[src/rtl/servis_rst_pkg.sv]
// Shared types and constants for the servis reset sequencer.
// Holds the sequencer state encoding, reset-cause codes and counter sizing helper.
package servis_rst_pkg;

    typedef enum logic [1:0] {
        HOLD       = 2'd0,
        PERIPH_REL = 2'd1,
        CORE_REL   = 2'd2,
        RUN        = 2'd3
    } state_t;

    localparam logic [1:0] CAUSE_POR  = 2'b00;
    localparam logic [1:0] CAUSE_LOCK = 2'b01;
    localparam logic [1:0] CAUSE_BTN  = 2'b10;

    // Delay counter width; clamped to 1 so a delay of 1 still yields a legal vector.
    function automatic int unsigned cnt_width(input int unsigned a, input int unsigned b);
        int unsigned m;
        m = (a > b) ? a : b;
        return (m < 2) ? 1 : $clog2(m);
    endfunction

endpackage

[src/rtl/servis_debounce.sv]
// Synchronizer plus debounce counter for a bouncy asynchronous input.
// The output flips only after the synced input disagrees with it for DEBOUNCE_CYCLES cycles.
module servis_debounce #(
    parameter int unsigned SYNC_STAGES     = 2,
    parameter int unsigned DEBOUNCE_CYCLES = 16000
) (
    input  logic i_clk,
    input  logic i_rst,
    input  logic i_in,
    output logic o_out
);

    localparam int unsigned   CW   = $clog2(DEBOUNCE_CYCLES);
    localparam logic [CW-1:0] LAST = CW'(DEBOUNCE_CYCLES - 1);

    logic [SYNC_STAGES-1:0] r_sync;
    logic [CW-1:0]          r_cnt;
    logic                   r_out;
    logic                   w_in_s;

    assign w_in_s = r_sync[SYNC_STAGES-1];
    assign o_out  = r_out;

    always_ff @(posedge i_clk or posedge i_rst) begin
        if (i_rst) begin
            r_sync <= '0;
            r_cnt  <= '0;
            r_out  <= 1'b0;
        end else begin
            r_sync <= {r_sync[SYNC_STAGES-2:0], i_in};
            if (w_in_s == r_out) begin
                r_cnt <= '0;
            end else if (r_cnt == LAST) begin
                r_out <= w_in_s;
                r_cnt <= '0;
            end else begin
                r_cnt <= r_cnt + 1'b1;
            end
        end
    end

endmodule

[src/rtl/servis_rst_seq.sv]
// Reset sequencer: releases peripheral reset, then core reset, after PLL lock.
// Lock loss or a debounced button press aborts to HOLD and records the cause.
module servis_rst_seq
    import servis_rst_pkg::*;
#(
    parameter int unsigned SYNC_STAGES     = 2,
    parameter int unsigned DEBOUNCE_CYCLES = 16000,
    parameter int unsigned PERIPH_DELAY    = 256,
    parameter int unsigned CORE_DELAY      = 64
) (
    input  logic       i_clk,
    input  logic       i_rst,
    input  logic       i_locked,
    input  logic       i_btn,
    output logic       o_rst_periph,
    output logic       o_rst_core,
    output logic       o_ready,
    output logic [1:0] o_cause,
    output logic [7:0] o_rst_count
);

    localparam int unsigned      CNT_W       = cnt_width(PERIPH_DELAY, CORE_DELAY);
    localparam logic [CNT_W-1:0] PERIPH_LAST = CNT_W'(PERIPH_DELAY - 1);
    localparam logic [CNT_W-1:0] CORE_LAST   = CNT_W'(CORE_DELAY - 1);

    logic [SYNC_STAGES-1:0] r_lock_sync;
    logic                   w_locked_s;
    logic                   w_btn_db;
    logic                   w_abort;

    state_t                 r_state, w_state_next;
    logic [CNT_W-1:0]       r_cnt, w_cnt_next;
    logic                   r_rst_periph, w_rst_periph_next;
    logic                   r_rst_core, w_rst_core_next;
    logic [1:0]             r_cause, w_cause_next;
    logic [7:0]             r_rst_count, w_rst_count_next;

    servis_debounce #(
        .SYNC_STAGES     (SYNC_STAGES),
        .DEBOUNCE_CYCLES (DEBOUNCE_CYCLES)
    ) u_btn_db (
        .i_clk (i_clk),
        .i_rst (i_rst),
        .i_in  (i_btn),
        .o_out (w_btn_db)
    );

    assign w_locked_s = r_lock_sync[SYNC_STAGES-1];
    assign w_abort    = ~w_locked_s | w_btn_db;

    always_ff @(posedge i_clk or posedge i_rst) begin
        if (i_rst) begin
            r_lock_sync  <= '0;
            r_state      <= HOLD;
            r_cnt        <= '0;
            r_rst_periph <= 1'b1;
            r_rst_core   <= 1'b1;
            r_cause      <= CAUSE_POR;
            r_rst_count  <= '0;
        end else begin
            r_lock_sync  <= {r_lock_sync[SYNC_STAGES-2:0], i_locked};
            r_state      <= w_state_next;
            r_cnt        <= w_cnt_next;
            r_rst_periph <= w_rst_periph_next;
            r_rst_core   <= w_rst_core_next;
            r_cause      <= w_cause_next;
            r_rst_count  <= w_rst_count_next;
        end
    end

    // Abort takes priority over the delay-expired transition in both release states.
    always_comb begin
        w_state_next = r_state;
        w_cnt_next   = r_cnt;
        case (r_state)
            HOLD: begin
                if (w_locked_s && !w_btn_db) begin
                    w_state_next = PERIPH_REL;
                    w_cnt_next   = '0;
                end
            end
            PERIPH_REL: begin
                if (w_abort) begin
                    w_state_next = HOLD;
                    w_cnt_next   = '0;
                end else if (r_cnt == PERIPH_LAST) begin
                    w_state_next = CORE_REL;
                    w_cnt_next   = '0;
                end else begin
                    w_cnt_next = r_cnt + 1'b1;
                end
            end
            CORE_REL: begin
                if (w_abort) begin
                    w_state_next = HOLD;
                    w_cnt_next   = '0;
                end else if (r_cnt == CORE_LAST) begin
                    w_state_next = RUN;
                    w_cnt_next   = '0;
                end else begin
                    w_cnt_next = r_cnt + 1'b1;
                end
            end
            RUN: begin
                if (w_abort) begin
                    w_state_next = HOLD;
                end
            end
            default: begin
                w_state_next = HOLD;
                w_cnt_next   = '0;
            end
        endcase
    end

    always_comb begin
        w_rst_periph_next = (w_state_next == HOLD) || (w_state_next == PERIPH_REL);
        w_rst_core_next   = (w_state_next != RUN);
        w_cause_next      = r_cause;
        w_rst_count_next  = r_rst_count;
        if ((r_state != HOLD) && w_abort) begin
            w_cause_next = !w_locked_s ? CAUSE_LOCK : CAUSE_BTN;
            if (r_rst_count != 8'hFF) begin
                w_rst_count_next = r_rst_count + 8'd1;
            end
        end
    end

    assign o_rst_periph = r_rst_periph;
    assign o_rst_core   = r_rst_core;
    assign o_ready      = ~r_rst_core;
    assign o_cause      = r_cause;
    assign o_rst_count  = r_rst_count;

endmodule
[config.mk]
export PLATFORM = sky130hd
export DESIGN_NAME = servis_rst_seq
export DESIGN_NICKNAME = d
export VERILOG_FILES = /design/src/rtl/servis_rst_pkg.sv /design/src/rtl/servis_debounce.sv /design/src/rtl/servis_rst_seq.sv
export SDC_FILE = /design/constraint.sdc
export NUM_CORES = 1
export LEC_CHECK = 0
export ABC_CLOCK_PERIOD_IN_PS = 3300
export CORE_UTILIZATION = 30
export CTS_CLUSTER_SIZE = 30
export DETAILED_ROUTE_END_ITERATION = 10
export GPL_TIMING_DRIVEN = 0
export SLEW_MARGIN = 40
export SYNTH_ARGS = -nofsm -noshare
export SYNTH_HDL_FRONTEND = slang
export SYNTH_HIERARCHICAL = 1
export SYNTH_SLANG_ARGS = --single-unit
[constraint.sdc]
create_clock -name i_clk -period 3.3 [get_ports i_clk]
set_input_delay 0.33 -clock i_clk [delete_from_list [all_inputs] [get_ports i_clk]]
set_output_delay 0.33 -clock i_clk [all_outputs]
set_load 0.005 [all_outputs]
# Word level (Yosys, flattened, before mapping)
# Index checks and enable logic that the tools add are counted.
# totals
ff_bits	41
latch_bits	0
mem_bits_rw	0
romBits	0
out_inout_bits	13
elab_cells	55
mem_count	0
# classes
add_sub_neg	3
multipliers	0
div_mod_pow	0
order_cmp	0
n_eq_ne	11
shift	0
n_mux	16
bitwise	4
reduce_logical	11
# ops
operator	n
two-way mux 8 bit	5
two-way mux 14 bit	2
case mux 8 bit (3 select lines)	1
adder 8 x 1 -> 8 bit (second input constant)	2
adder 14 x 1 -> 14 bit (second input constant)	1
== test 14 bit (second input constant)	1
two-way mux 2 bit	7
== test 8 x 6 -> 1 bit (second input constant)	1
== test 8 bit (second input constant)	1
!= test 8 bit (second input constant)	1
case mux 2 bit (4 select lines)	1
AND reduction 2 bit	3
== test 2 x 1 -> 1 bit (second input constant)	2
== test 2 bit (second input constant)	2
logical NOT 2 bit	2
!= test 2 bit (second input constant)	2
NOT 1 bit	3
nonzero test 3 bit	1
logical AND 1 bit	2
nonzero test 2 bit	1
== test 1 bit	1
logical NOT 1 bit	1
logical OR 1 bit	1
OR 1 bit	1

# Depth between registers and ports, before layout
# logic_depth
depth_word	6
ltp_mapped	6

# Modules after synthesis
# The synthesis kept the hierarchy.
# by_module_without_submodules
mod	n_inst	cells_per_inst	area_each_um2
servis_rst_seq	1	135	1378.8
servis_debounce	1	73	778.2

# Least setup slack after synthesis
# OpenSTA, ideal clock, no wires.
# synth_path
path_type	register to register
startpoint	register r_state[0]
endpoint	register r_rst_count[1], in the netlist o_rst_count[1]
setup_ps	127
arrival_time_ps	1570
t_required_ps	3173
setup_slack_ps	1603
stages_incl_launch_ff	6
path_buffers	1
synth_period_minus_slack_ps	1697
path_cell_list	dfrtp_1 -> inv_1 -> ha_1 -> clkbuf_1 -> a211oi_4 -> mux2_1
# synth_between
elab_chain_cells	3
# synth_lines
item	line	source
from (decl)	servis_rst_seq.sv:31	state_t r_state, w_state_next;
from (signal assigned)	servis_rst_seq.sv:62	r_state <= w_state_next;
nonzero test 2 bit	servis_rst_seq.sv:121	if ((r_state != HOLD) && w_abort) begin
logical AND 1 bit	servis_rst_seq.sv:121	
AND reduction 2 bit (no line)	n/a	
to (signal assigned)	servis_rst_seq.sv:67	r_rst_count <= w_rst_count_next;
to (decl)	servis_rst_seq.sv:36	logic [7:0] r_rst_count, w_rst_count_next;
# Every way passes these cells.
# A chain may end at the register's enable or synchronous reset.

==> impl_metrics.py <==
metrics = {
    "critical_path": {
        "r2r_start": "r_state[0]",
        "worst_path_largest_cell_delay_ns": 0.52,
        "crit_slowest_cell": "a21oi_1",
        "crit_path_end_kind": "flop",
        "ff2ff_setup_slack_ns": 1.30,
        "cp.required_ns": 3.51,
        "timing.rr.end": "r_cnt[7]",
        "path_cells": "inv_1, ha_1, clkbuf_1, a21oi_1, nand3_1, o21ai_1",
        "critPathArrivalTime_ns": 2.21,
        "path_class": "flop to flop",
        "rr_worst_depth": 6,
        "worst-path-max-fanout": 10,
        "critPathLaunchType": "flop",
        "crit_path_start": "r_state[0]",
    },
    "timing": {
        "max_freq_mhz": 499,
        "tightest_slew_ns": 0.630,
        "setup_ws_ns": 1.30,
        "drv_slew": 0,
        "setup_viol": 0,
        "max_slew_margin": 0.580,
        "finalSetupTns_ns": 0,
        "rsz0062_at_grt": "false",
        "finClkSkew_ns": 0.0100,
        "fin_crit_ns": 2.01,
        "finalHoldViolCount": 0,
        "fin_crit_sh": 0.608,
    },
    "worst_hold_path": {
        "hold_path_class": "flop to flop",
        "hp-start": "u_btn_db/r_sync[0]",
        "hold_path_depth": 0,
        "holdPathEnd": "u_btn_db/r_sync[1]",
    },
    "placement": {
        "pre_cts_ws_ns": 1.34,
        "gp_congestion": 0.762,
        "dp_hpwl_um": 2770,
        "dp.cells": 320,
        "io_buffers": 16,
    },
    "logic_synthesis": {
        "async_flop_share": 1.00,
        "syn-num-nets": 220,
        "synth.area.top_cells": "dfrtp_1 45%, xnor2_1 6.5%, ha_1 4.6%, nor2_1 3.5%, nand2_1 3.1%",
        "yosysWarnings": 6,
        "synth.distinct_cells": 55,
        "synth_top_cell_by_area": "dfrtp_1",
        "ys_seq_area_frac": 0.477,
        "syn_inst": 208,
        "synth_seq_cells": 41,
        "synth_top_area_share": 0.452,
        "synth_edf_count": 0,
        "synthesis.area_mm2": 0.00216,
        "avgSynthCellArea_um2": 10.4,
        "synth-main-ff-cell": "dfrtp_1",
    },
    "clock_tree": {
        "cts_tree": "done",
        "ctsHoldBuffers": 0,
        "root_buffer": "clkbuf_8",
        "clkTransAtPathRegs_ns": 0.09,
        "post_cts_resize_count": 0,
        "worstSkewPairLatency_ns": 0.29,
        "ctsLongestPathBuffers": 2,
        "numCtsBuffers": 5,
        "clock_sinks": 41,
        "htree_levels": 2,
        "post_cts_buffers": 0,
    },
    "grt": {
        "grtUsageMet3": 0.0286,
        "grt_pass1_vias": 1523,
        "grt_pass1_wl_um": 6980,
        "antenna_found_initial": 0,
        "gr-usage-met2": 0.184,
        "grt_max_degree": 25,
        "track_usage": 0.117,
        "grt_use_met1": 0.162,
        "overflow": 0,
        "grt_busiest_layer": "met2",
    },
    "detailed_routing": {
        "firstDrtPassIters": 4,
        "wl_per_cell_um": 12.1,
        "vias_per_cell": 4.80,
        "drc_errors": 0,
        "drt-total-wl_um": 3970,
        "antenna_left": 0,
        "drtIter0Drc": 65,
        "vias": 1573,
    },
    "floorplan": {
        "dieArea_mm2": 0.00753,
        "initial_core_util": 0.314,
        "ios": 17,
        "rows": 30,
        "core_area_mm2": 0.00687,
        "dieHeight_um": 86.8,
        "die_x_um": 86.8,
    },
    "power_and_ir_drop": {
        "leakagePower_uw": 0.00105,
        "peakVddDrop_mv": 0.425,
        "powerDensity_mw_per_mm2": 518,
    },
    "flow_run": {
        "maxCapViolCount": 0,
    },
    "status": {
        "status": "complete, no violations",
    },
    "final_layout": {
        "area_growth_pct": 17.2,
        "num_antenna_cells": 0,
        "multi_input_area_mm2": 0.00106,
        "fin_cells": 328,
        "utilization": 0.368,
        "nFillCells": 687,
        "drive_above_1_share": 0.129,
        "register_area_mm2": 0.00103,
        "nets": 243,
    },
}
-- kinds of logic after synthesis --
family,count (synthesis),share of synthesized area
fa+ha+maj,8,0.0464
compound gates,31,0.115
xor+xnor,19,0.0771
flops,41,0.477
buf+inv,16,0.0307
mux,2,0.0122
simple gates,91,0.241
-- critical path: cells and delay by family (launching register included) --
family          cells  cell delay (ns)
compound gates      2             0.71
flops               1             0.44
buf+inv             2             0.34
simple gates        1             0.22
fa+ha+maj           1             0.20
-- report_power, final --
| group | internal (µW) | total, µW | switching, µW |
|---|---|---|---|
| registers | 554 | 619 | 64.8 |
| logic | 166 | 362 | 196 |
| clock network | 150 | 329 | 179 |
| total | 871 | 1310 | 440 |
-- layer usage --
metal	routed length (µm)	up-vias
li1	-	788
met1	2060	766
met2	1790	15
met3	84	4
met4	34	0
met5	0	-
-- final cells by class --
class,instances,share of cell area
multi-input combinational,151,0.420
sequential,41,0.407
timing repair buffer,16,0.0633
tap,96,0.0475
clock buffer,5,0.0272
inverter,12,0.0178
clock inverter,3,0.00891
buffer,4,0.00841
-- state kept, by name, summed over array words and instances, names as in the netlist --
name,flops
u_btn_db/r_cnt,14
o_rst_count,8
r_cnt,8
o_cause,2
r_lock_sync,2
r_state,2
u_btn_db/r_sync,2
o_rst_core,1
o_rst_periph,1
u_btn_db/o_out,1
-- cell usage after synthesis (2+ instances only) --
master / number
nand4_1: 5
nand2_1: 18
o2111ai_1: 2
o21ai_0: 3
inv_1: 12
nor2b_1: 2
nor3_1: 3
nand3_1: 10
nor2_1: 20
and3_1: 3
ha_1: 8
buf_2: 2
dfstp_2: 2
a31oi_1: 4
xor2_1: 3
xnor2_1: 16
dfrtp_1: 39
and2_1: 2
o22ai_1: 2
nor4_1: 4
a21oi_2: 2
or3_1: 3
a21oi_1: 4
nand3b_1: 3
o21ai_1: 4
and4_1: 3
-- worst max path at each step --
| stage | end | slack [ns] | cells after the start |
|---|---|---|---|
| 3_5_place_dp | r_cnt[7] | 1.34 | 6 |
| 3_3_place_gp | r_cnt[7] | 1.35 | 6 |
| 2_1_floorplan | o_rst_count[1] | 1.60 | 5 |
| 4_1_cts | r_cnt[7] | 1.30 | 6 |
| 5_1_grt | r_cnt[7] | 1.13 | 6 |
| 6_report | r_cnt[7] | 1.30 | 6 |
-- stage by stage --
step                total power [µW]  instance area (µm²)  hold WS, ns
finish                          1310                 2530        0.352
global route                    1400                 2530        0.363
CTS                             1330                 2530        0.355
detailed placement               990                 2440        0.336
global placement                 986                 2440        0.337
floorplan                        854                 2160        0.256
-- cell usage in the layout (no fill, tap or decap), drive strengths merged, types with 2 or more instances in the layout --
cell            n
dfrtp          39
nor2           20
nand2          18
xnor2          16
clkdlybuf4s50  16
inv            12
nand3          11
ha              8
o21ai           7
nand4           6
clkbuf          6
a21oi           6
a31oi           5
nor4            4
and3            4
nor3            4
or3             4
and4            3
nand3b          3
xor2            3
buf             3
clkinv          3
o22ai           2
nor2b           2
and2            2
o2111ai         2
dfstp           2
nor3b           2
a211oi          2
or2             2
mux2            2
(Power assumes the default switching activity.)
